File: src/rtl/core_exu_div_ctrl.sv
// Iterative radix-2 restoring divider sequencer for DIV/DIVU/REM/REMU.
// Latency: normal path result pulse 34 cycles after accept, special cases 1 cycle.
// Backpressure: busy_o holds the pipeline while dividing; flush_i aborts at any time.
module core_exu_div_ctrl #(
  parameter int DATA_WIDTH     = 32,
  parameter int REG_ADDR_WIDTH = 5
) (
  input  logic                      clk_i,
  input  logic                      rst_n_i,
  input  logic                      start_i,
  input  logic                      op_div_i,
  input  logic                      signed_i,
  input  logic [DATA_WIDTH-1:0]     dividend_i,
  input  logic [DATA_WIDTH-1:0]     divisor_i,
  input  logic [REG_ADDR_WIDTH-1:0] reg_waddr_i,
  input  logic                      flush_i,
  output logic                      busy_o,
  output logic [DATA_WIDTH-1:0]     result_o,
  output logic                      result_vld_o,
  output logic [REG_ADDR_WIDTH-1:0] reg_waddr_o
);

  localparam int CNT_W = (DATA_WIDTH > 1) ? $clog2(DATA_WIDTH) : 1;

  typedef enum logic [1:0] {
    S_IDLE = 2'd0,
    S_CALC = 2'd1,
    S_FIX  = 2'd2,
    S_DONE = 2'd3
  } state_t;

  state_t                    r_state;
  logic [CNT_W-1:0]          r_cnt;
  logic                      r_op_div;
  logic                      r_q_neg;
  logic                      r_r_neg;
  logic [DATA_WIDTH-1:0]     r_divisor;
  logic [DATA_WIDTH-1:0]     r_rem;
  logic [DATA_WIDTH-1:0]     r_quo;
  logic [DATA_WIDTH-1:0]     r_result;
  logic                      r_vld;
  logic [REG_ADDR_WIDTH-1:0] r_waddr;

  // Operand conditioning on the raw request. The sign mode is folded into
  // q_neg/r_neg at accept time, so it needs no register of its own.
  logic                  w_dvd_neg;
  logic                  w_dvs_neg;
  logic [DATA_WIDTH-1:0] w_dvd_abs;
  logic [DATA_WIDTH-1:0] w_dvs_abs;
  logic                  w_div_zero;
  logic                  w_ovf;
  logic                  w_special;
  logic [DATA_WIDTH-1:0] w_spec_res;

  assign w_dvd_neg  = signed_i & dividend_i[DATA_WIDTH-1];
  assign w_dvs_neg  = signed_i & divisor_i[DATA_WIDTH-1];
  assign w_dvd_abs  = w_dvd_neg ? -dividend_i : dividend_i;
  assign w_dvs_abs  = w_dvs_neg ? -divisor_i : divisor_i;
  assign w_div_zero = (divisor_i == '0);
  assign w_ovf      = signed_i
                    & (dividend_i == {1'b1, {(DATA_WIDTH-1){1'b0}}})
                    & (divisor_i == '1);
  assign w_special  = w_div_zero | w_ovf;
  // Divide-by-zero: q = all ones, r = dividend. Overflow: q = dividend (MIN), r = 0.
  assign w_spec_res = w_div_zero ? (op_div_i ? '1 : dividend_i)
                                 : (op_div_i ? dividend_i : '0);

  // One restoring step: shift {rem,quo} left, trial-subtract on a width+1 path.
  // The remainder stays below the divisor, so it fits back into DATA_WIDTH bits.
  logic [DATA_WIDTH:0]   w_shift;
  logic [DATA_WIDTH:0]   w_diff;
  logic [DATA_WIDTH-1:0] w_fix_quo;
  logic [DATA_WIDTH-1:0] w_fix_rem;

  assign w_shift   = {r_rem, r_quo[DATA_WIDTH-1]};
  assign w_diff    = w_shift - {1'b0, r_divisor};
  assign w_fix_quo = r_q_neg ? -r_quo : r_quo;
  assign w_fix_rem = r_r_neg ? -r_rem : r_rem;

  // Hold request: asserted from the accept cycle through FIX, dropped on flush
  // and while reset is held so a stray start cannot stall the pipeline.
  assign busy_o = rst_n_i & ~flush_i &
                  ((r_state == S_CALC) | (r_state == S_FIX) |
                   ((r_state == S_IDLE) & start_i));

  assign result_o     = r_result;
  assign result_vld_o = r_vld;
  assign reg_waddr_o  = r_waddr;

  // Sequencer: accept/latch, iterate, sign fix-up, one-cycle result pulse.
  always_ff @(posedge clk_i or negedge rst_n_i) begin
    if (!rst_n_i) begin
      r_state   <= S_IDLE;
      r_cnt     <= '0;
      r_op_div  <= 1'b0;
      r_q_neg   <= 1'b0;
      r_r_neg   <= 1'b0;
      r_divisor <= '0;
      r_rem     <= '0;
      r_quo     <= '0;
      r_result  <= '0;
      r_vld     <= 1'b0;
      r_waddr   <= '0;
    end else begin
      // The pulse lasts exactly the DONE cycle; a flush in DONE cannot retract it.
      r_vld <= 1'b0;
      if (flush_i) begin
        r_state <= S_IDLE;
        r_cnt   <= '0;
      end else begin
        case (r_state)
          S_IDLE: begin
            if (start_i) begin
              r_op_div  <= op_div_i;
              r_q_neg   <= w_dvd_neg ^ w_dvs_neg;
              r_r_neg   <= w_dvd_neg;
              r_waddr   <= reg_waddr_i;
              r_divisor <= w_dvs_abs;
              r_quo     <= w_dvd_abs;
              r_rem     <= '0;
              if (w_special) begin
                r_result <= w_spec_res;
                r_vld    <= 1'b1;
                r_state  <= S_DONE;
              end else begin
                r_cnt   <= CNT_W'(DATA_WIDTH - 1);
                r_state <= S_CALC;
              end
            end
          end
          S_CALC: begin
            if (!w_diff[DATA_WIDTH]) begin
              r_rem <= w_diff[DATA_WIDTH-1:0];
              r_quo <= {r_quo[DATA_WIDTH-2:0], 1'b1};
            end else begin
              r_rem <= w_shift[DATA_WIDTH-1:0];
              r_quo <= {r_quo[DATA_WIDTH-2:0], 1'b0};
            end
            if (r_cnt == '0) begin
              r_state <= S_FIX;
            end else begin
              r_cnt <= r_cnt - 1'b1;
            end
          end
          S_FIX: begin
            r_result <= r_op_div ? w_fix_quo : w_fix_rem;
            r_vld    <= 1'b1;
            r_state  <= S_DONE;
          end
          default: begin
            r_state <= S_IDLE;
          end
        endcase
      end
    end
  end

endmodule

File: config.mk
export PLATFORM = sky130hd
export DESIGN_NAME = core_exu_div_ctrl
export DESIGN_NICKNAME = d
export VERILOG_FILES = /design/src/rtl/core_exu_div_ctrl.sv
export SDC_FILE = /design/constraint.sdc
export NUM_CORES = 1
export LEC_CHECK = 0
export ABC_AREA = 1
export CORE_ASPECT_RATIO = 1.5
export CORE_UTILIZATION = 50
export DETAILED_ROUTE_END_ITERATION = 8
export PLACE_DENSITY_LB_ADDON = 0.08
export SYNTH_ARGS = -nofsm -noshare
export SYNTH_HDL_FRONTEND = slang
export SYNTH_SLANG_ARGS = --single-unit
export TNS_END_PERCENT = 100
File: constraint.sdc
create_clock -name clk_i -period 3.1 [get_ports clk_i]
set_input_delay 0.775 -clock clk_i [delete_from_list [all_inputs] [get_ports clk_i]]
set_output_delay 0.775 -clock clk_i [all_outputs]
set_load 0.005 [all_outputs]
==> flow_summary_export.csv <==
group,metric,value,unit
clock_tree,cts-buffers-inserted,17,
layout,diodes,0,
sta,slew-limit-headroom,43.53,%
setup_path,end_kind,"output pin",
route,dr.pass1.iters,7,
floorplanning,rows,74,
sta,setup_tns,0,ps
sta,setup_viol,0,
logic_synthesis,syn_area,14040,µm²
clock_tree,clkSinkCount,144,
logic_synthesis,synthMuxAreaShare,0,%
power_and_ir_drop,finalPower,12.25,mW
status,status,"finished with violations",
global_route,grt_util_all_layers,37.47,%
logic_synthesis,async_reset_ff_share,100.0,%
floorplanning,design.core.area,27410,µm²
route,routed_wl,52880,µm
route,drt_iter0_drc,1177,
sta,hold_viol,0,
floorplanning,die_area,28770,µm²
layout,final_nets,2626,
placed_design,gp_congestion,1.001,
logic_synthesis,ys_types,46,
power_and_ir_drop,ir_worst_vdd,0.5766,mV
placed_design,post_dp_cell_area,15690,µm²
clock_tree,clk_pin_slew,70,ps
route,drcViolationCount,2,
route,wl_per_cell,18.48,µm
logic_synthesis,synth_seq_cells,144,
sta,finalMaxSlewViolations,0,
layout,multi_input_area,8874,µm²
clock_tree,cts_max_level,4,
floorplanning,start_util,51.24,%
route,ant_nets,0,
power_and_ir_drop,power_density,751.0,nW/µm²
logic_synthesis,synth_area_per_cell,5.849,µm²
clock_tree,clockRootBuffer,"clkbuf_16",
sta,finClkSkew,14.79,ps
clock_tree,cts-root-to-sink-buffers,2,
placed_design,port_buffers,113,
global_route,grt_pass1_vias,15509,
clock_tree,cts_tree,"done",
job,maxCapViolCount,0,
logic_synthesis,synth_compound_area_share,11.48,%
global_route,antenna_found_initial,0,
clock_tree,cts-resized-gates,0,
floorplanning,die_x,138.8,µm
logic_synthesis,yosys_warnings,0,
logic_synthesis,syn_inst,2401,
global_route,grt_overflow,0,
floorplanning,ioPinCount,114,
route,vias,15989,
sta,max_freq,348.9,MHz
sta,period_share,92.45,%
floorplanning,chipHeight,207.3,µm
logic_synthesis,synth-edff-count,0,
setup_path,cp.arrival,2090,ps
logic_synthesis,synth_top_family_by_area,"simple AND/OR/NAND/NOR gates",
logic_synthesis,ys_seq_area_share,25.66,%
layout,utilization,59.50,%
sta,max_slew.worst_pin.slew,847.1,ps
route,drt-vias-per-instance,5.589,
logic_synthesis,ys.flop_type,"dfrtp_1",
layout,n_fill_cell,2865,
sta,period_needed,2866,ps
logic_synthesis,synth_fa_ha_area_share,3.974,%
logic_synthesis,synth-simple-area-share,44.51,%
global_route,grt_max_degree,144,
setup_path,critPathRequiredTime,2320,ps
logic_synthesis,synth_nets,2520,
setup_path,critical_path_class,"flop to output pin",
logic_synthesis,synth-xor-area-share,3.181,%
sta,rsz0062_at_grt,"no",
layout,final_area,16310,µm²
layout,seqCellArea,3603,µm²
clock_tree,post_cts_buffers,0,
setup_path,cp-start-kind,"flop",
clock_tree,clock_latency,450,ps
clock_tree,cts.hold.buffers_added,0,
layout,syn_to_final_growth,16.11,%
status,violations,"design-rule violations",
min_path,hp-class,"input port to async pin",
setup_path,cp_max_fo,5,
global_route,grt_pass1_wl,82830,µm
placed_design,post-dp-hpwl,43070,µm
power_and_ir_drop,p_leak,8.637,nW
layout,drive_above_1_share,5.558,%
==> kinds of logic after synthesis <==
logic type | count (synthesis)
AO/OA/AOI/OAI | 301
XOR/XNOR | 51
adder cells (fa/ha/maj) | 44
buffers and inverters | 395
flip-flops | 144
AND/OR/NAND/NOR | 1466
==> flip-flops by register name, indices dropped and copies added, names as in the netlist <==
register	cells
r_cnt	5
reg_waddr_o	5
r_rem	32
result_vld_o	1
r_r_neg	1
r_quo	32
result_o	32
r_divisor	32
r_state	2
r_q_neg	1
r_op_div	1
==> layout make-up <==
type	instances	share of cell area, %
timing repair buffer	171	9.922
inverter	311	7.159
sequential	144	22.10
tap	342	2.624
clock buffer	18	2.693
multi-input combinational	1862	54.42
clock inverter	13	1.082
==> placed cells by master, fill, tap and decap left out, types with 47 or more instances in the layout <==
cell and instances:
a21oi_1 88, buf_4 54, clkdlybuf4s50_1 112, dfrtp_1 144, inv_1 302, nand2_1 839
nand3_1 302, nand4_1 47, nor2_1 195, o21ai_0 152
==> per-layer routing <==
layer / part of all wire, % / up-vias / global-route usage [%] / wire, µm
met5: 0 / - / 0 / 0
li1: - / 7918 / - / -
met2: 51 / 585 / 67.55 / 26910
met4: 8.9 / 0 / 30.80 / 4685
met3: 5.2 / 175 / 5.398 / 2732
met1: 35 / 7311 / 38.30 / 18560
==> cell usage after synthesis (4+ instances only) <==
master    instances  share of area, %
nand3_1         302                11
nand2_4           5              0.40
inv_2             7              0.19
o21ai_1          18              0.64
nor2_1          197               5.3
buf_6             4              0.32
a31oi_1          10              0.45
dfrtp_1         144                26
buf_1            10              0.27
and3_1            6              0.27
nand2_1         839                22
xor2_1           37               2.3
o211ai_1         17              0.91
xnor2_1          14              0.87
nand3b_1          7              0.37
nor3_1           21              0.75
or2_2             8              0.36
nand4_1          47               2.1
a21oi_1          88               3.1
buf_4             8              0.43
ha_1             43               3.8
buf_2            23              0.82
clkbuf_1         39               1.0
o21bai_1          7              0.37
o21ai_0         152               5.4
and2_1            5              0.22
inv_1           302               8.1
nor2_2           13              0.58
nand2_2           6              0.27
==> worst paths after layout <==
kind | startpoint | slack (ps) | end | depth (start not counted)
worst max register to register | r_quo[31] | 350 | r_rem[31] | 16
worst min-delay path | rst_n_i | 110 | result_o[30] | 1
max in group asynchronous | rst_n_i | 1980 | r_quo[29] | 2
min in group clk_i | reg_waddr_o[2] | 470 | reg_waddr_o[2] | 2
worst max-delay path | r_state[0] | 230 | busy_o | 5
worst min register to register | reg_waddr_o[2] | 470 | reg_waddr_o[2] | 2
==> power breakdown <==
part	switching, mW	internal (mW)
clock network	0.904	1.30
logic	4.52	2.31
registers	0.662	2.55
total	6.08	6.16
==> stage by stage <==
| step | setup slack [ps] | hold slack (ps) | cells |
|---|---|---|---|
| after floorplan | 930.6 | 453.0 | 2401 |
| after global placement | 144.7 | 452.5 | 2830 |
| after detailed placement | 64.38 | 458.0 | 2830 |
| after CTS | 212.0 | 97.59 | 2861 |
| after global routing | 103.2 | 90.93 | 2861 |
| final | 234.1 | 105.3 | 2861 |
==> critical path: stages, from the launching register on <==
cell and delay [ps]:
dfrtp_1 400, inv_1 130, ha_1 320, nand2_1 130, a21oi_1 150, clkdlybuf4s50_1 510
Power figures use the tool's default switching activity.
